`config.mk`:
```
export PLATFORM = sky130hd
export DESIGN_NAME = booth_divider_seq_flat
export DESIGN_NICKNAME = d
export VERILOG_FILES = /design/src/rtl/booth_divider_seq_if.sv /design/src/rtl/booth_divider_seq.sv /design/src/flat_wrapper.sv
export SDC_FILE = /design/constraint.sdc
export NUM_CORES = 1
export LEC_CHECK = 0
export ABC_AREA = 0
export CELL_PAD_IN_SITES_DETAIL_PLACEMENT = 0
export CELL_PAD_IN_SITES_GLOBAL_PLACEMENT = 1
export CORE_UTILIZATION = 37
export CTS_CLUSTER_DIAMETER = 80
export DETAILED_ROUTE_END_ITERATION = 16
export GPL_TIMING_DRIVEN = 0
export PLACE_DENSITY_LB_ADDON = 0.1
export SYNTH_ARGS = -nofsm -noshare
export SYNTH_HDL_FRONTEND = slang
export SYNTH_SLANG_ARGS = --single-unit
```
`constraint.sdc`:
```
create_clock -name clk -period 1.7 [get_ports clk]
set_clock_uncertainty 0.1 [all_clocks]
set_input_delay 0.425 -clock clk [delete_from_list [all_inputs] [get_ports clk]]
set_output_delay 0.425 -clock clk [all_outputs]
set_load 0.005 [all_outputs]
```
`src/rtl/booth_divider_seq_if.sv`:
```
// Handshake and result bundle for the sequential signed divider.
// The requester drives start and the operands; the divider returns status and results.
interface booth_divider_seq_if #(
    parameter int N   = 4,
    parameter int CCW = 8
);
    logic           start;
    logic [N-1:0]   dividend;
    logic [N-1:0]   divisor;
    logic           busy;
    logic           done;
    logic [N-1:0]   quotient;
    logic [N-1:0]   remainder;
    logic           div_by_zero;
    logic           overflow;
    logic [CCW-1:0] clock_count;

    modport master (
        output start, dividend, divisor,
        input  busy, done, quotient, remainder, div_by_zero, overflow, clock_count
    );

    modport slave (
        input  start, dividend, divisor,
        output busy, done, quotient, remainder, div_by_zero, overflow, clock_count
    );
endinterface

```
`src/rtl/booth_divider_seq.sv`:
```
// Sequential signed divider: restoring shift/subtract on operand magnitudes,
// one quotient bit per clock, followed by a sign fix-up cycle.
module booth_divider_seq #(
    parameter int N   = 4,
    parameter int CCW = 8
) (
    input logic               clk,
    input logic               rst_n,
    booth_divider_seq_if.slave bus
);
    localparam int CW = $clog2(N);

    typedef enum logic [1:0] {
        IDLE = 2'd0,
        DIV  = 2'd1,
        FIX  = 2'd2
    } state_t;

    // Two's-complement negation kept to N bits; |-2^(N-1)| lands as an unsigned 2^(N-1).
    function automatic logic [N-1:0] neg_f(input logic [N-1:0] v);
        return ~v + {{(N-1){1'b0}}, 1'b1};
    endfunction

    function automatic logic [N-1:0] abs_f(input logic [N-1:0] v);
        logic [N-1:0] m;
        if (v[N-1]) begin
            m = neg_f(v);
        end else begin
            m = v;
        end
        return m;
    endfunction

    state_t         state_q, state_d;
    logic [N-1:0]   r_q, r_d;
    logic [N-1:0]   d_q, d_d;
    logic [N-1:0]   qm_q, qm_d;
    logic [CW-1:0]  iter_q, iter_d;
    logic           sa_q, sa_d;
    logic           sb_q, sb_d;
    logic           dz_q, dz_d;
    logic           ov_q, ov_d;
    logic           done_q, done_d;
    logic [N-1:0]   quo_q, quo_d;
    logic [N-1:0]   rem_q, rem_d;
    logic           dzo_q, dzo_d;
    logic           ovo_q, ovo_d;
    logic [CCW-1:0] cnt_q, cnt_d;
    logic [N:0]     r_sh_s;
    logic [N-1:0]   rem_src_s;

    // State and datapath registers; reset abandons any operation in flight.
    always_ff @(posedge clk or negedge rst_n) begin
        if (!rst_n) begin
            state_q <= IDLE;
            r_q     <= {N{1'b0}};
            d_q     <= {N{1'b0}};
            qm_q    <= {N{1'b0}};
            iter_q  <= {CW{1'b0}};
            sa_q    <= 1'b0;
            sb_q    <= 1'b0;
            dz_q    <= 1'b0;
            ov_q    <= 1'b0;
            done_q  <= 1'b0;
            quo_q   <= {N{1'b0}};
            rem_q   <= {N{1'b0}};
            dzo_q   <= 1'b0;
            ovo_q   <= 1'b0;
            cnt_q   <= {CCW{1'b0}};
        end else begin
            state_q <= state_d;
            r_q     <= r_d;
            d_q     <= d_d;
            qm_q    <= qm_d;
            iter_q  <= iter_d;
            sa_q    <= sa_d;
            sb_q    <= sb_d;
            dz_q    <= dz_d;
            ov_q    <= ov_d;
            done_q  <= done_d;
            quo_q   <= quo_d;
            rem_q   <= rem_d;
            dzo_q   <= dzo_d;
            ovo_q   <= ovo_d;
            cnt_q   <= cnt_d;
        end
    end

    // Next-state, one restoring step per DIV cycle, and result fix-up.
    always_comb begin
        state_d   = state_q;
        r_d       = r_q;
        d_d       = d_q;
        qm_d      = qm_q;
        iter_d    = iter_q;
        sa_d      = sa_q;
        sb_d      = sb_q;
        dz_d      = dz_q;
        ov_d      = ov_q;
        done_d    = 1'b0;
        quo_d     = quo_q;
        rem_d     = rem_q;
        dzo_d     = dzo_q;
        ovo_d     = ovo_q;
        cnt_d     = cnt_q;
        r_sh_s    = {r_q, qm_q[N-1]};
        rem_src_s = r_q;

        case (state_q)
            IDLE: begin
                if (bus.start) begin
                    qm_d   = abs_f(bus.dividend);
                    d_d    = abs_f(bus.divisor);
                    r_d    = {N{1'b0}};
                    sa_d   = bus.dividend[N-1];
                    sb_d   = bus.divisor[N-1];
                    dz_d   = (bus.divisor == {N{1'b0}});
                    ov_d   = (bus.dividend == {1'b1, {(N-1){1'b0}}}) &&
                             (bus.divisor == {N{1'b1}});
                    dzo_d  = 1'b0;
                    ovo_d  = 1'b0;
                    iter_d = {CW{1'b0}};
                    cnt_d  = {{(CCW-1){1'b0}}, 1'b1};
                    if (bus.divisor == {N{1'b0}}) begin
                        state_d = FIX;
                    end else begin
                        state_d = DIV;
                    end
                end else begin
                    state_d = IDLE;
                end
            end
            DIV: begin
                // R stays below D <= 2^(N-1), so the shifted value needs only N+1 bits.
                qm_d = {qm_q[N-2:0], 1'b0};
                if (r_sh_s >= {1'b0, d_q}) begin
                    r_d     = r_sh_s[N-1:0] - d_q;
                    qm_d[0] = 1'b1;
                end else begin
                    r_d = r_sh_s[N-1:0];
                end
                iter_d = iter_q + {{(CW-1){1'b0}}, 1'b1};
                cnt_d  = cnt_q + {{(CCW-1){1'b0}}, 1'b1};
                if (iter_q == CW'(N - 1)) begin
                    state_d = FIX;
                end else begin
                    state_d = DIV;
                end
            end
            FIX: begin
                // On divide-by-zero qm still holds |dividend|, which restores the dividend.
                if (dz_q) begin
                    rem_src_s = qm_q;
                    quo_d     = {N{1'b1}};
                end else begin
                    rem_src_s = r_q;
                    if (sa_q ^ sb_q) begin
                        quo_d = neg_f(qm_q);
                    end else begin
                        quo_d = qm_q;
                    end
                end
                if (sa_q) begin
                    rem_d = neg_f(rem_src_s);
                end else begin
                    rem_d = rem_src_s;
                end
                dzo_d   = dz_q;
                ovo_d   = ov_q;
                done_d  = 1'b1;
                state_d = IDLE;
            end
            default: begin
                state_d = IDLE;
            end
        endcase
    end

    assign bus.busy        = (state_q != IDLE);
    assign bus.done        = done_q;
    assign bus.quotient    = quo_q;
    assign bus.remainder   = rem_q;
    assign bus.div_by_zero = dzo_q;
    assign bus.overflow    = ovo_q;
    assign bus.clock_count = cnt_q;
endmodule

```
`src/flat_wrapper.sv`:
```
// flat-port wrapper written by rule: the top's interface ports become plain ports
module booth_divider_seq_flat 
#(
    parameter int N   = 4,
    parameter int CCW = 8
)
  (clk, rst_n, bus_start, bus_dividend, bus_divisor, bus_busy, bus_done, bus_quotient, bus_remainder, bus_div_by_zero, bus_overflow, bus_clock_count);
  booth_divider_seq_if #(.N(N), .CCW(CCW)) bus_i ();
  input logic clk;
  input logic rst_n;
  input wire logic [$bits(bus_i.start)-1:0] bus_start;
  input wire logic [$bits(bus_i.dividend)-1:0] bus_dividend;
  input wire logic [$bits(bus_i.divisor)-1:0] bus_divisor;
  output wire logic [$bits(bus_i.busy)-1:0] bus_busy;
  output wire logic [$bits(bus_i.done)-1:0] bus_done;
  output wire logic [$bits(bus_i.quotient)-1:0] bus_quotient;
  output wire logic [$bits(bus_i.remainder)-1:0] bus_remainder;
  output wire logic [$bits(bus_i.div_by_zero)-1:0] bus_div_by_zero;
  output wire logic [$bits(bus_i.overflow)-1:0] bus_overflow;
  output wire logic [$bits(bus_i.clock_count)-1:0] bus_clock_count;
  assign bus_i.start = bus_start;
  assign bus_i.dividend = bus_dividend;
  assign bus_i.divisor = bus_divisor;
  assign bus_busy = bus_i.busy;
  assign bus_done = bus_i.done;
  assign bus_quotient = bus_i.quotient;
  assign bus_remainder = bus_i.remainder;
  assign bus_div_by_zero = bus_i.div_by_zero;
  assign bus_overflow = bus_i.overflow;
  assign bus_clock_count = bus_i.clock_count;
  booth_divider_seq #(.N(N), .CCW(CCW)) u_core (.clk(clk), .rst_n(rst_n), .bus(bus_i));
endmodule
```
==> impl_metrics.toml <==
[critical_path]
path_buf_inv = 1
crit_family = "compound AO/OA/AOI/OAI gates"
cp_data_required_time_ns = 1.77
path_max_fanout = 4
max_stage_delay_ns = 0.40
worstSetupEndpointType = "flip-flop"
cp.arrival_ns = 1.83
cp_slowest_cell = "dfrtp_1"
start_kind = "flip-flop"
reg2reg_setup_slack_ns = -0.06
reg2reg_depth = 6
r2r_end = "u_core.r_q[1]"
crit_chain = "inv_2, ha_4, or2_4, a211oi_4, nor4_2, a311o_1"
worstSetupStartpoint = "u_core.d_q[2]"
critical_path_class = "reg2reg"
regToRegStartpoint = "u_core.d_q[2]"

[yosys]
synth_top_family_by_area = "simple AND/OR/NAND/NOR gates"
synth_seq_area_share_pct = 46.76
synth_cells = 215
synth_compound_area_share_pct = 14.33
ys_ff_latch = 39
yosys-mux-area-fraction_pct = 5.635
synth_top_area_share_pct = 46.76
synth.cell_area_um2 = 2087
synth-edff-count = 0
synthArstFlopShare_pct = 100.0
synth_commonest_cells = "39 x dfrtp_1, 31 x nand2_1, 19 x o21ai_0, 16 x inv_1, 12 x nor2_1"
syn_nets = 238
synth_warnings = 0
synthSimpleGateAreaFrac_pct = 17.81
yosys.area_share.adder_pct = 7.554
synth_area_leader_cell = "dfrtp_1"
synth-main-ff-cell = "dfrtp_1"
synth_area_leaders = "dfrtp_1 47%, ha_1 6.6%, nand2_1 5.6%, o21ai_0 4.6%, mux2i_1 3.8%"
post-synth-top-count-cell = "dfrtp_1"
synth_cell_types = 42
synth_area_per_cell_um2 = 9.707
synth_xor_area_share_pct = 3.777

[grt]
grt_max_degree = 40
grt_use_total_pct = 18.07
antenna_found_initial = 0
grt_pass1_vias = 1618
grt_overflow = 0
grt_first_pass_wirelength_um = 8148

[run_status]
violations = "negative setup slack"
status = "finished, violations left"

[power]
power.density_nw_per_um2 = 1866
power_switching_mw = 2.116
leakagePower_nw = 1.421
clockPowerShare_pct = 14.4
comb_power_share_pct = 56.3
p_int_mw = 3.278
p_seq_share_pct = 29.3
irDropWorstVdd_uv = 845.2
total_power_mw = 5.394
p_sw_share_pct = 39.23

[timing]
fin_ws_ns = -0.05847
fin_setup_tns_ns = -0.1272
period_minus_slack_ns = 1.758
hold_slack_ns = 0.1550
setup_viol = 3
fmax_ghz = 0.5687
slew_headroom_pct = 40.74
rsz0062_at_grt = "yes"
final_max_slew_viol_count = 0
final-hold-violation-count = 0
period_share_pct = 103.4
worst-slew-pin-transition_ns = 0.8889

[route]
viasPerCell = 4.877
first_pass_iters = 4
drt-total-wl_um = 4912
drc = 0
wl_per_cell_um = 14.07
ant_nets = 0
vias = 1702
drt_iter0_drc = 87

[clocking]
clockBufferDepth = 2
clkLatencyLatePin_ns = 0.29
cts_tree = "yes"
cts_buffers = 5
cts-root-buf = "clkbuf_8"
clk_pin_slew_ns = 0.08
cts_sinks = 39
cts_hold_buf = 0
h-tree-depth = 2

[layout]
final_util_pct = 54.84
drive_gt1_share_pct = 24.01
fin_cells = 349
area_growth_pct = 38.49
n_antenna_cell = 0
fin_area_um2 = 2890
nNetsFinal = 301

[flow_run]
max_cap_viol_count = 0

[placed_design]
port_buffers = 30
gp_congestion = 0.7698
place_ws_ns = -0.5258
hpwl_um = 3436
dp_cells = 315
place_area_um2 = 2491

[floorplan]
dieHeight_um = 77.11
core_area_um2 = 5270
die_area_um2 = 5945
die_x_um = 77.11
boundaryPins = 31
initial_core_util_pct = 39.60
rows = 26

[hold_path]
min_path_type = "in2async"
timing repair:
item	in CTS	in global routing
pin swaps	8	4
gates resized for setup	14	17
setup buffers	16	10
setup endpoints to repair	27	24
cells by family after synthesis:
family / count (synthesis)
AO/OA/AOI/OAI: 46
AND/OR/NAND/NOR: 76
XOR/XNOR: 9
adder cells (fa/ha/maj): 12
flip-flops: 39
buffers and inverters: 22
multiplexers: 11
sequential cells by signal, indices dropped and copies added, names as in the netlist, 2 cells and up:
name,count
u_core.bus.remainder,4
u_core.state_q,2
u_core.d_q,4
u_core.qm_q,4
u_core.iter_q,2
u_core.r_q,4
u_core.bus.quotient,4
u_core.bus.clock_count,8
layer usage:
metal | part of all wire [%] | vias up | track usage, %
li1 | - | 878 | -
met1 | 50 | 787 | 25.86
met2 | 46 | 33 | 26.70
met3 | 2.9 | 4 | 3.810
met4 | 0.86 | 0 | 6.604
met5 | 0 | - | 0
cell type report:
| class | instances | area (um2) |
|---|---|---|
| clock buffer | 5 | 68.82 |
| sequential | 39 | 980.9 |
| multi-input combinational | 154 | 1106 |
| tap | 70 | 87.58 |
| fill | 488 | 2380 |
| inverter | 17 | 63.81 |
| buffer | 5 | 26.28 |
| timing repair buffer | 56 | 513.0 |
| clock inverter | 3 | 43.79 |
placed cells by master (no fill, tap or decap), types with 2 or more instances in the layout:
| master | Yosys | layout |
|---|---|---|
| dfrtp_1 | 39 | 35 |
| nand2_1 | 31 | 31 |
| buf_4 | 0 | 26 |
| clkdlybuf4s50_1 | 0 | 19 |
| o21ai_0 | 19 | 17 |
| inv_1 | 16 | 15 |
| nor2_1 | 12 | 10 |
| ha_1 | 11 | 9 |
| dlymetal6s2s_1 | 0 | 9 |
| mux2i_1 | 8 | 8 |
| xnor2_1 | 9 | 8 |
| nand3_1 | 9 | 8 |
| a21oi_1 | 5 | 5 |
| a31oi_1 | 5 | 5 |
| clkbuf_8 | 0 | 5 |
| nor2b_1 | 4 | 4 |
| dfrtp_2 | 0 | 4 |
| nand2b_1 | 3 | 3 |
| buf_2 | 3 | 3 |
| nor3_1 | 4 | 3 |
| nand4_1 | 3 | 3 |
| mux2_2 | 2 | 2 |
| inv_2 | 1 | 2 |
| o21ai_1 | 1 | 2 |
| o31ai_1 | 2 | 2 |
| o211ai_1 | 2 | 2 |
| a22oi_1 | 2 | 2 |
worst max path at each step:
stage | slack [ns] | depth (start not counted) | to
2_1_floorplan | 0.002 | 5 | u_core.r_q[1]
4_1_cts | -0.07 | 6 | u_core.r_q[1]
3_3_place_gp | -0.91 | 1 | u_core.bus.clock_count[0]
6_report | -0.06 | 6 | u_core.r_q[1]
3_5_place_dp | -0.53 | 4 | u_core.dz_q
5_1_grt | -0.12 | 6 | u_core.r_q[1]
power groups by stage:
stage,Clock (mW),Combinational (mW),Sequential (mW)
2_1_floorplan,0,1.71,1.58
3_3_place_gp,0,2.43,1.65
3_5_place_dp,0,2.44,1.66
4_1_cts,0.804,2.88,1.58
5_1_grt,0.846,3.41,1.63
6_report,0.778,3.04,1.58
Note: power is estimated with default switching activity, not from simulation.
